[config.mk]
export PLATFORM = sky130hd
export DESIGN_NAME = sprite_pixel_renderer_flat
export DESIGN_NICKNAME = d
export VERILOG_FILES = /design/src/rtl/sprite_pixel_renderer_if.sv /design/src/rtl/sprite_pixel_renderer.sv /design/src/flat_wrapper.sv
export SDC_FILE = /design/constraint.sdc
export NUM_CORES = 1
export LEC_CHECK = 0
export CORE_ASPECT_RATIO = 1.1
export CORE_MARGIN = 2
export CORE_UTILIZATION = 25
export DETAILED_ROUTE_END_ITERATION = 10
export GPL_TIMING_DRIVEN = 0
export HOLD_SLACK_MARGIN = 0.1
export PLACE_DENSITY = 0.5
export SYNTH_ARGS = -nofsm -noshare
export SYNTH_HDL_FRONTEND = slang
export SYNTH_SLANG_ARGS = --single-unit
[constraint.sdc]
create_clock -name clk -period 3.8 [get_ports clk]
set_input_delay 0.76 -clock clk [delete_from_list [all_inputs] [get_ports clk]]
set_output_delay 0.76 -clock clk [all_outputs]
set_load 0.02 [all_outputs]
[src/rtl/sprite_pixel_renderer_if.sv]
// Bus bundle for sprite_pixel_renderer.
//   master : video timing / sprite mover / ROM side (drives pixel stream,
//            sprite position and ROM read data; observes ROM address and
//            the final pixel stream).
//   slave  : the renderer itself.
// Handshake semantics: the pixel stream is valid-only. pix_valid qualifies
// hcount/vcount/bg_rgb in the same cycle, and rgb_valid qualifies rgb_out
// in the same cycle. There is no ready signal; every valid beat is
// accepted, and every accepted beat emerges exactly 3 cycles later.
// frame_start is a single-cycle strobe that is independent of pix_valid.
interface sprite_pixel_renderer_if #(
  parameter int COLOR_W = 12,
  parameter int ADDR_W  = 14
);
  logic               frame_start;
  logic               pix_valid;
  logic [9:0]         hcount;
  logic [9:0]         vcount;
  logic [COLOR_W-1:0] bg_rgb;
  logic [9:0]         x_coord;
  logic [9:0]         y_coord;
  logic [1:0]         direction;
  logic [ADDR_W-1:0]  rom_addr;
  logic [COLOR_W-1:0] rom_data;
  logic [COLOR_W-1:0] rgb_out;
  logic               rgb_valid;

  modport master (
    output frame_start, pix_valid, hcount, vcount, bg_rgb,
           x_coord, y_coord, direction, rom_data,
    input  rom_addr, rgb_out, rgb_valid
  );

  modport slave (
    input  frame_start, pix_valid, hcount, vcount, bg_rgb,
           x_coord, y_coord, direction, rom_data,
    output rom_addr, rgb_out, rgb_valid
  );
endinterface

[src/rtl/sprite_pixel_renderer.sv]
// Sprite pixel renderer.
// Snapshots the sprite position/direction once per frame, tests every
// scanned pixel against the sprite box, addresses the sprite ROM (one
// quadrant per direction) and merges the ROM colour over the background,
// treating the TRANSPARENT colour key as "show background".
// Ports:
//   clk   : pixel clock
//   reset : asynchronous, active-high
//   bus   : sprite_pixel_renderer_if.slave
//           in : frame_start, pix_valid, hcount, vcount, bg_rgb,
//                x_coord, y_coord, direction, rom_data
//           out: rom_addr (registered), rgb_out (registered), rgb_valid
// Pipeline: pixel in at cycle t -> rom_addr at t+1 -> rom_data valid
// during t+2 -> rgb_out/rgb_valid at t+3. One pixel per clock, no stall.
module sprite_pixel_renderer #(
  parameter int                 SIZE        = 64,
  parameter int                 X_MAX       = 640,
  parameter int                 Y_MAX       = 480,
  parameter int                 COLOR_W     = 12,
  parameter logic [COLOR_W-1:0] TRANSPARENT = '0
) (
  input  logic                    clk,
  input  logic                    reset,
  sprite_pixel_renderer_if.slave  bus
);

  localparam int CW     = $clog2(SIZE);
  localparam int ADDR_W = 2 + 2 * CW;

  // 11-bit constants so box ends and screen limits compare without wrap.
  localparam logic [10:0] SIZE_11  = 11'(SIZE);
  localparam logic [10:0] X_MAX_11 = 11'(X_MAX);
  localparam logic [10:0] Y_MAX_11 = 11'(Y_MAX);

  // Frame latch: held for the whole frame so the sprite never tears.
  logic [9:0] x_l;
  logic [9:0] y_l;
  logic [1:0] dir_l;

  always_ff @(posedge clk or posedge reset) begin
    if (reset) begin
      x_l   <= 10'd1;
      y_l   <= 10'd0;
      dir_l <= 2'b01;
    end else if (bus.frame_start) begin
      x_l   <= bus.x_coord;
      y_l   <= bus.y_coord;
      dir_l <= bus.direction;
    end
  end

  // Stage 0: hit test and address generation. A pixel that coincides with
  // frame_start still sees the old latch contents, because the latch only
  // updates on the edge that closes this cycle.
  logic [10:0]       x_end;
  logic [10:0]       y_end;
  logic [CW-1:0]     col_0;
  logic [CW-1:0]     row_0;
  logic              hit_0;
  logic [ADDR_W-1:0] addr_0;

  always_comb begin
    x_end  = {1'b0, x_l} + SIZE_11;
    y_end  = {1'b0, y_l} + SIZE_11;
    col_0  = CW'(bus.hcount - x_l);
    row_0  = CW'(bus.vcount - y_l);
    hit_0  = bus.pix_valid
             && (bus.hcount >= x_l) && ({1'b0, bus.hcount} < x_end)
             && (bus.vcount >= y_l) && ({1'b0, bus.vcount} < y_end)
             && ({1'b0, bus.hcount} < X_MAX_11)
             && ({1'b0, bus.vcount} < Y_MAX_11);
    addr_0 = {dir_l, row_0, col_0};
  end

  // Stages 1..3.
  logic               hit_1;
  logic               valid_1;
  logic [COLOR_W-1:0] bg_1;
  logic               hit_2;
  logic               valid_2;
  logic [COLOR_W-1:0] bg_2;
  logic [COLOR_W-1:0] rgb_next;

  // rom_data arrives during the cycle after rom_addr was registered, which
  // is exactly when hit_2/bg_2 hold that same pixel.
  always_comb begin
    rgb_next = '0;
    if (valid_2) begin
      if (hit_2 && (bus.rom_data != TRANSPARENT)) rgb_next = bus.rom_data;
      else                                        rgb_next = bg_2;
    end
  end

  always_ff @(posedge clk or posedge reset) begin
    if (reset) begin
      bus.rom_addr  <= '0;
      hit_1         <= 1'b0;
      valid_1       <= 1'b0;
      bg_1          <= '0;
      hit_2         <= 1'b0;
      valid_2       <= 1'b0;
      bg_2          <= '0;
      bus.rgb_out   <= '0;
      bus.rgb_valid <= 1'b0;
    end else begin
      bus.rom_addr  <= hit_0 ? addr_0 : '0;
      hit_1         <= hit_0;
      valid_1       <= bus.pix_valid;
      bg_1          <= bus.bg_rgb;
      hit_2         <= hit_1;
      valid_2       <= valid_1;
      bg_2          <= bg_1;
      bus.rgb_out   <= rgb_next;
      bus.rgb_valid <= valid_2;
    end
  end

endmodule
[src/flat_wrapper.sv]
// flat-port wrapper written by rule: the top's interface ports become plain ports
module sprite_pixel_renderer_flat 
#(
  parameter int                 SIZE        = 64,
  parameter int                 X_MAX       = 640,
  parameter int                 Y_MAX       = 480,
  parameter int                 COLOR_W     = 12,
  parameter logic [COLOR_W-1:0] TRANSPARENT = '0
)
  (clk, reset, bus_frame_start, bus_pix_valid, bus_hcount, bus_vcount, bus_bg_rgb, bus_x_coord, bus_y_coord, bus_direction, bus_rom_data, bus_rom_addr, bus_rgb_out, bus_rgb_valid);
  sprite_pixel_renderer_if #(.COLOR_W(COLOR_W)) bus_i ();
  input  logic clk;
  input  logic reset;
  input wire logic [$bits(bus_i.frame_start)-1:0] bus_frame_start;
  input wire logic [$bits(bus_i.pix_valid)-1:0] bus_pix_valid;
  input wire logic [$bits(bus_i.hcount)-1:0] bus_hcount;
  input wire logic [$bits(bus_i.vcount)-1:0] bus_vcount;
  input wire logic [$bits(bus_i.bg_rgb)-1:0] bus_bg_rgb;
  input wire logic [$bits(bus_i.x_coord)-1:0] bus_x_coord;
  input wire logic [$bits(bus_i.y_coord)-1:0] bus_y_coord;
  input wire logic [$bits(bus_i.direction)-1:0] bus_direction;
  input wire logic [$bits(bus_i.rom_data)-1:0] bus_rom_data;
  output wire logic [$bits(bus_i.rom_addr)-1:0] bus_rom_addr;
  output wire logic [$bits(bus_i.rgb_out)-1:0] bus_rgb_out;
  output wire logic [$bits(bus_i.rgb_valid)-1:0] bus_rgb_valid;
  assign bus_i.frame_start = bus_frame_start;
  assign bus_i.pix_valid = bus_pix_valid;
  assign bus_i.hcount = bus_hcount;
  assign bus_i.vcount = bus_vcount;
  assign bus_i.bg_rgb = bus_bg_rgb;
  assign bus_i.x_coord = bus_x_coord;
  assign bus_i.y_coord = bus_y_coord;
  assign bus_i.direction = bus_direction;
  assign bus_i.rom_data = bus_rom_data;
  assign bus_rom_addr = bus_i.rom_addr;
  assign bus_rgb_out = bus_i.rgb_out;
  assign bus_rgb_valid = bus_i.rgb_valid;
  sprite_pixel_renderer #(.SIZE(SIZE), .X_MAX(X_MAX), .Y_MAX(Y_MAX), .COLOR_W(COLOR_W), .TRANSPARENT(TRANSPARENT)) u_core (.clk(clk), .reset(reset), .bus(bus_i));
endmodule
==> impl_metrics.sql <==
INSERT INTO impl_metrics (metric_group, metric, value, unit) VALUES
('outcome', 'outcome', 'finished clean', ''),
('global_routing', 'gr-total-overflow', '0', ''),
('placement', 'finalWeightedCongestion', '0.832', ''),
('pwr', 'cellPowerDensity', '425', 'nW/um^2'),
('route', 'total_routed_length', '8850', 'um'),
('timing', 'min_period_over_period', '75.8', '%'),
('floorplanning', 'row_count', '46', ''),
('worst_setup_path', 'kind_of_end_point_of_the_critical_path', 'register', ''),
('hold_path', 'min-delay-start', 'u_core.bg_1[10]', ''),
('route', 'detail_route.wl_per_cell', '14.1', 'um'),
('timing', 'worst_slew_margin_rel', '58.5', '%'),
('timing', 'rsz0062_at_grt', 'false', ''),
('synthesis', 'dominantRegCellSynth', 'sky130_fd_sc_hd__dfrtp_1', ''),
('route', 'ant_nets', '0', ''),
('clocking', 'worst_skew_pair.late_latency', '0.33', 'ns'),
('timing', 'final-max-slew-violation-count', '0', ''),
('timing', 'finalWorstPathRequiredPeriod', '2.88', 'ns'),
('global_routing', 'vias_in_the_first_global_route', '2959', ''),
('layout', 'design_area', '5220', 'sq um'),
('layout', 'final_net_count', '532', ''),
('placement', 'detailed_place_hpwl', '6960', 'um'),
('timing', 'finClkSkew', '0.00375', 'ns'),
('worst_setup_path', 'worstPathRequired', '4.01', 'ns'),
('synthesis', 'syn_nets', '425', ''),
('clocking', 'post-cts-setup-buffers', '0', ''),
('layout', 'n_fill_cell', '1454', ''),
('synthesis', 'netlist_area', '3690', 'sq um'),
('floorplanning', 'die_height', '131', 'um'),
('floorplanning', 'fp.coreArea', '14400', 'sq um'),
('synthesis', 'synth_warnings', '0', ''),
('flow_run', 'max-cap-violations', '0', ''),
('route', 'num_vias', '2728', ''),
('pwr', 'max-vdd-ir-drop', '215', 'uV'),
('worst_setup_path', 'worst-setup-path-type', 'input pin to register', ''),
('synthesis', 'yosysSeqAreaShare', '52.3', '%'),
('clocking', 'postCtsHoldBufs', '0', ''),
('synthesis', 'synth-seq-cells', '77', ''),
('global_routing', 'track_usage', '11.9', '%'),
('global_routing', 'antenna_found_initial', '0', ''),
('timing', 'setup_viol', '0', ''),
('layout', 'mostFrequentLayoutCells', 'sky130_fd_sc_hd__clkdlybuf4s50_1 (95), sky130_fd_sc_hd__dfrtp_1 (75), sky130_fd_sc_hd__nand2_1 (40), sky130_fd_sc_hd__ha_1 (30), sky130_fd_sc_hd__inv_1 (25)', ''),
('floorplanning', 'boundaryPins', '97', ''),
('clocking', 'post_cts_resized', '0', ''),
('synthesis', 'synth_async_sr_flop_share', '100', '%'),
('synthesis', 'netlist_instances', '323', ''),
('route', 'drt_iter0_drc', '106', ''),
('clocking', 'cts_root_buffer_type', 'sky130_fd_sc_hd__clkbuf_16', ''),
('clocking', 'clock_h_tree_levels', '3', ''),
('timing', 'timing.final.hold_violations', '0', ''),
('global_routing', 'pin_count_of_the_biggest_net_entering_global_routing', '43', ''),
('layout', 'multi_input_gate_area_in_the_final_layout', '1610', 'sq um'),
('layout', 'insertedDiodeCount', '0', ''),
('floorplanning', 'die_span_x', '120', 'um'),
('worst_setup_path', 'worstReg2RegStart', 'u_core.y_l[6]', ''),
('worst_setup_path', 'startpoint_type', 'input pin', ''),
('timing', 'maxClockFrequency', '347', 'MHz'),
('synthesis', 'syn_area_per_cell', '11.4', 'sq um'),
('pwr', 'power.static_leakage', '2.24', 'nW'),
('layout', 'syn_to_final_growth', '41.4', '%'),
('timing', 'transition_time_at_the_pin_with_the_least_slew_margin', '0.623', 'ns'),
('placement', 'io_buffers', '95', ''),
('worst_setup_path', 'worst_ep_arrival_time', '3.09', 'ns'),
('placement', 'postPlaceCellArea', '4900', 'sq um'),
('worst_setup_path', 'worst-path-max-fanout', '10', ''),
('layout', 'final_core_utilization', '36.1', '%'),
('route', 'route.detailed.drc', '0', ''),
('hold_path', 'type_of_the_worst_min_delay_path', 'register to register', ''),
('clocking', 'clk_pin_slew', '0.06', 'ns'),
('synthesis', 'synth.lib_cells_used.distinct', '48', ''),
('clocking', 'tritoncts', 'built', ''),
('clocking', 'cts-buffers-inserted', '9', '');
-- critical path, cell delays in order --
cell	delay, ns
sky130_fd_sc_hd__clkdlybuf4s50_1	0.39
sky130_fd_sc_hd__inv_1	0.07
sky130_fd_sc_hd__ha_1	0.17
sky130_fd_sc_hd__inv_1	0.05
sky130_fd_sc_hd__fa_1	0.40
sky130_fd_sc_hd__a21o_1	0.19
sky130_fd_sc_hd__a21oi_2	0.17
sky130_fd_sc_hd__a31oi_1	0.15
sky130_fd_sc_hd__o311ai_4	0.43
sky130_fd_sc_hd__buf_6	0.24
sky130_fd_sc_hd__nor4_2	0.07
-- path summary, 6_finish.rpt --
check | end | slack, ns | cells after the start
min in group asynchronous | u_core.bg_2[3] | 0.81 | 2
max in group asynchronous | u_core.x_l[0] | 2.34 | 3
worst min-delay path | u_core.bg_2[10] | 0.35 | 0
worst max-delay path | u_core.bus.rom_addr[11] | 0.92 | 11
worst max register to register | u_core.bus.rom_addr[11] | 1.41 | 9
worst min register to register | u_core.bg_2[10] | 0.35 | 0
-- area by class of cell --
class / instances / area share (%)
plain buffers: 10 / 1.08
clock inverters: 4 / 1.39
flip-flops and latches: 77 / 37.0
multi-input cells: 210 / 30.8
well taps: 192 / 4.60
repair buffers: 96 / 18.6
clock buffers: 11 / 4.65
inverters: 26 / 1.92
-- logic make-up after synthesis --
kind of cell             synth area share (%)
AND/OR/NAND/NOR                          15.0
multiplexers                             2.03
buffers and inverters                    4.17
flip-flops                               52.3
adder cells (fa/ha/maj)                  11.3
XOR/XNOR                                 2.14
AO/OA/AOI/OAI                            13.2
-- registers in the layout, summed over array words and instances, names as in the netlist --
register	flops
u_core.bg_1	12
u_core.bg_2	12
u_core.bus.rgb_out	12
u_core.bus.rgb_valid	1
u_core.bus.rom_addr	14
u_core.dir_l	2
u_core.hit_1	1
u_core.hit_2	1
u_core.valid_1	1
u_core.valid_2	1
u_core.x_l	10
u_core.y_l	10
-- metrics by stage --
step	setup WS [ns]	std cells	power (W)	hold WS (ns)
after floorplan	1.08	323	0.00115	0.331
after detailed placement	0.560	611	0.00132	0.336
after CTS	0.918	626	0.00225	0.349
after global placement	-0.233	610	0.00131	0.332
after global routing	0.793	626	0.00233	0.354
final	0.920	626	0.00222	0.346
-- cells in the mapped netlist, types with 5 or more instances --
library cell,n,share of area (%)
sky130_fd_sc_hd__dfrtp_1,75,51
sky130_fd_sc_hd__nand2_1,40,4.1
sky130_fd_sc_hd__ha_1,30,10
sky130_fd_sc_hd__inv_1,26,2.6
sky130_fd_sc_hd__o21ai_0,23,3.1
sky130_fd_sc_hd__a21boi_0,10,2.0
sky130_fd_sc_hd__a21oi_1,10,1.4
sky130_fd_sc_hd__clkbuf_1,7,0.71
sky130_fd_sc_hd__nor2_1,7,0.71
sky130_fd_sc_hd__nor4_2,7,2.4
sky130_fd_sc_hd__xnor2_1,7,1.7
sky130_fd_sc_hd__nand3_1,6,0.81
sky130_fd_sc_hd__nor2b_1,6,1.0
sky130_fd_sc_hd__nand4_1,5,0.85
sky130_fd_sc_hd__nor3_1,5,0.68
sky130_fd_sc_hd__nor4b_1,5,1.2
-- power breakdown --
group / switching [W] / leakage [nW] / internal [W] / total, W
sequential: 0.0000182 / 0.956 / 0.000866 / 0.000884
combinational: 0.000211 / 1.13 / 0.000205 / 0.000416
clock: 0.000330 / 0.152 / 0.000588 / 0.000919
total: 0.000559 / 2.24 / 0.00166 / 0.00222
-- per-layer routing --
metal | track usage, % | vias to the layer above | share of wire, %
met5 | 0 | - | 0
met4 | 5.49 | 0 | 1.6
met3 | 2.47 | 12 | 4.6
met2 | 19.8 | 78 | 48
met1 | 14.8 | 1299 | 46
li1 | - | 1339 | -
(Power assumes the default switching activity.)
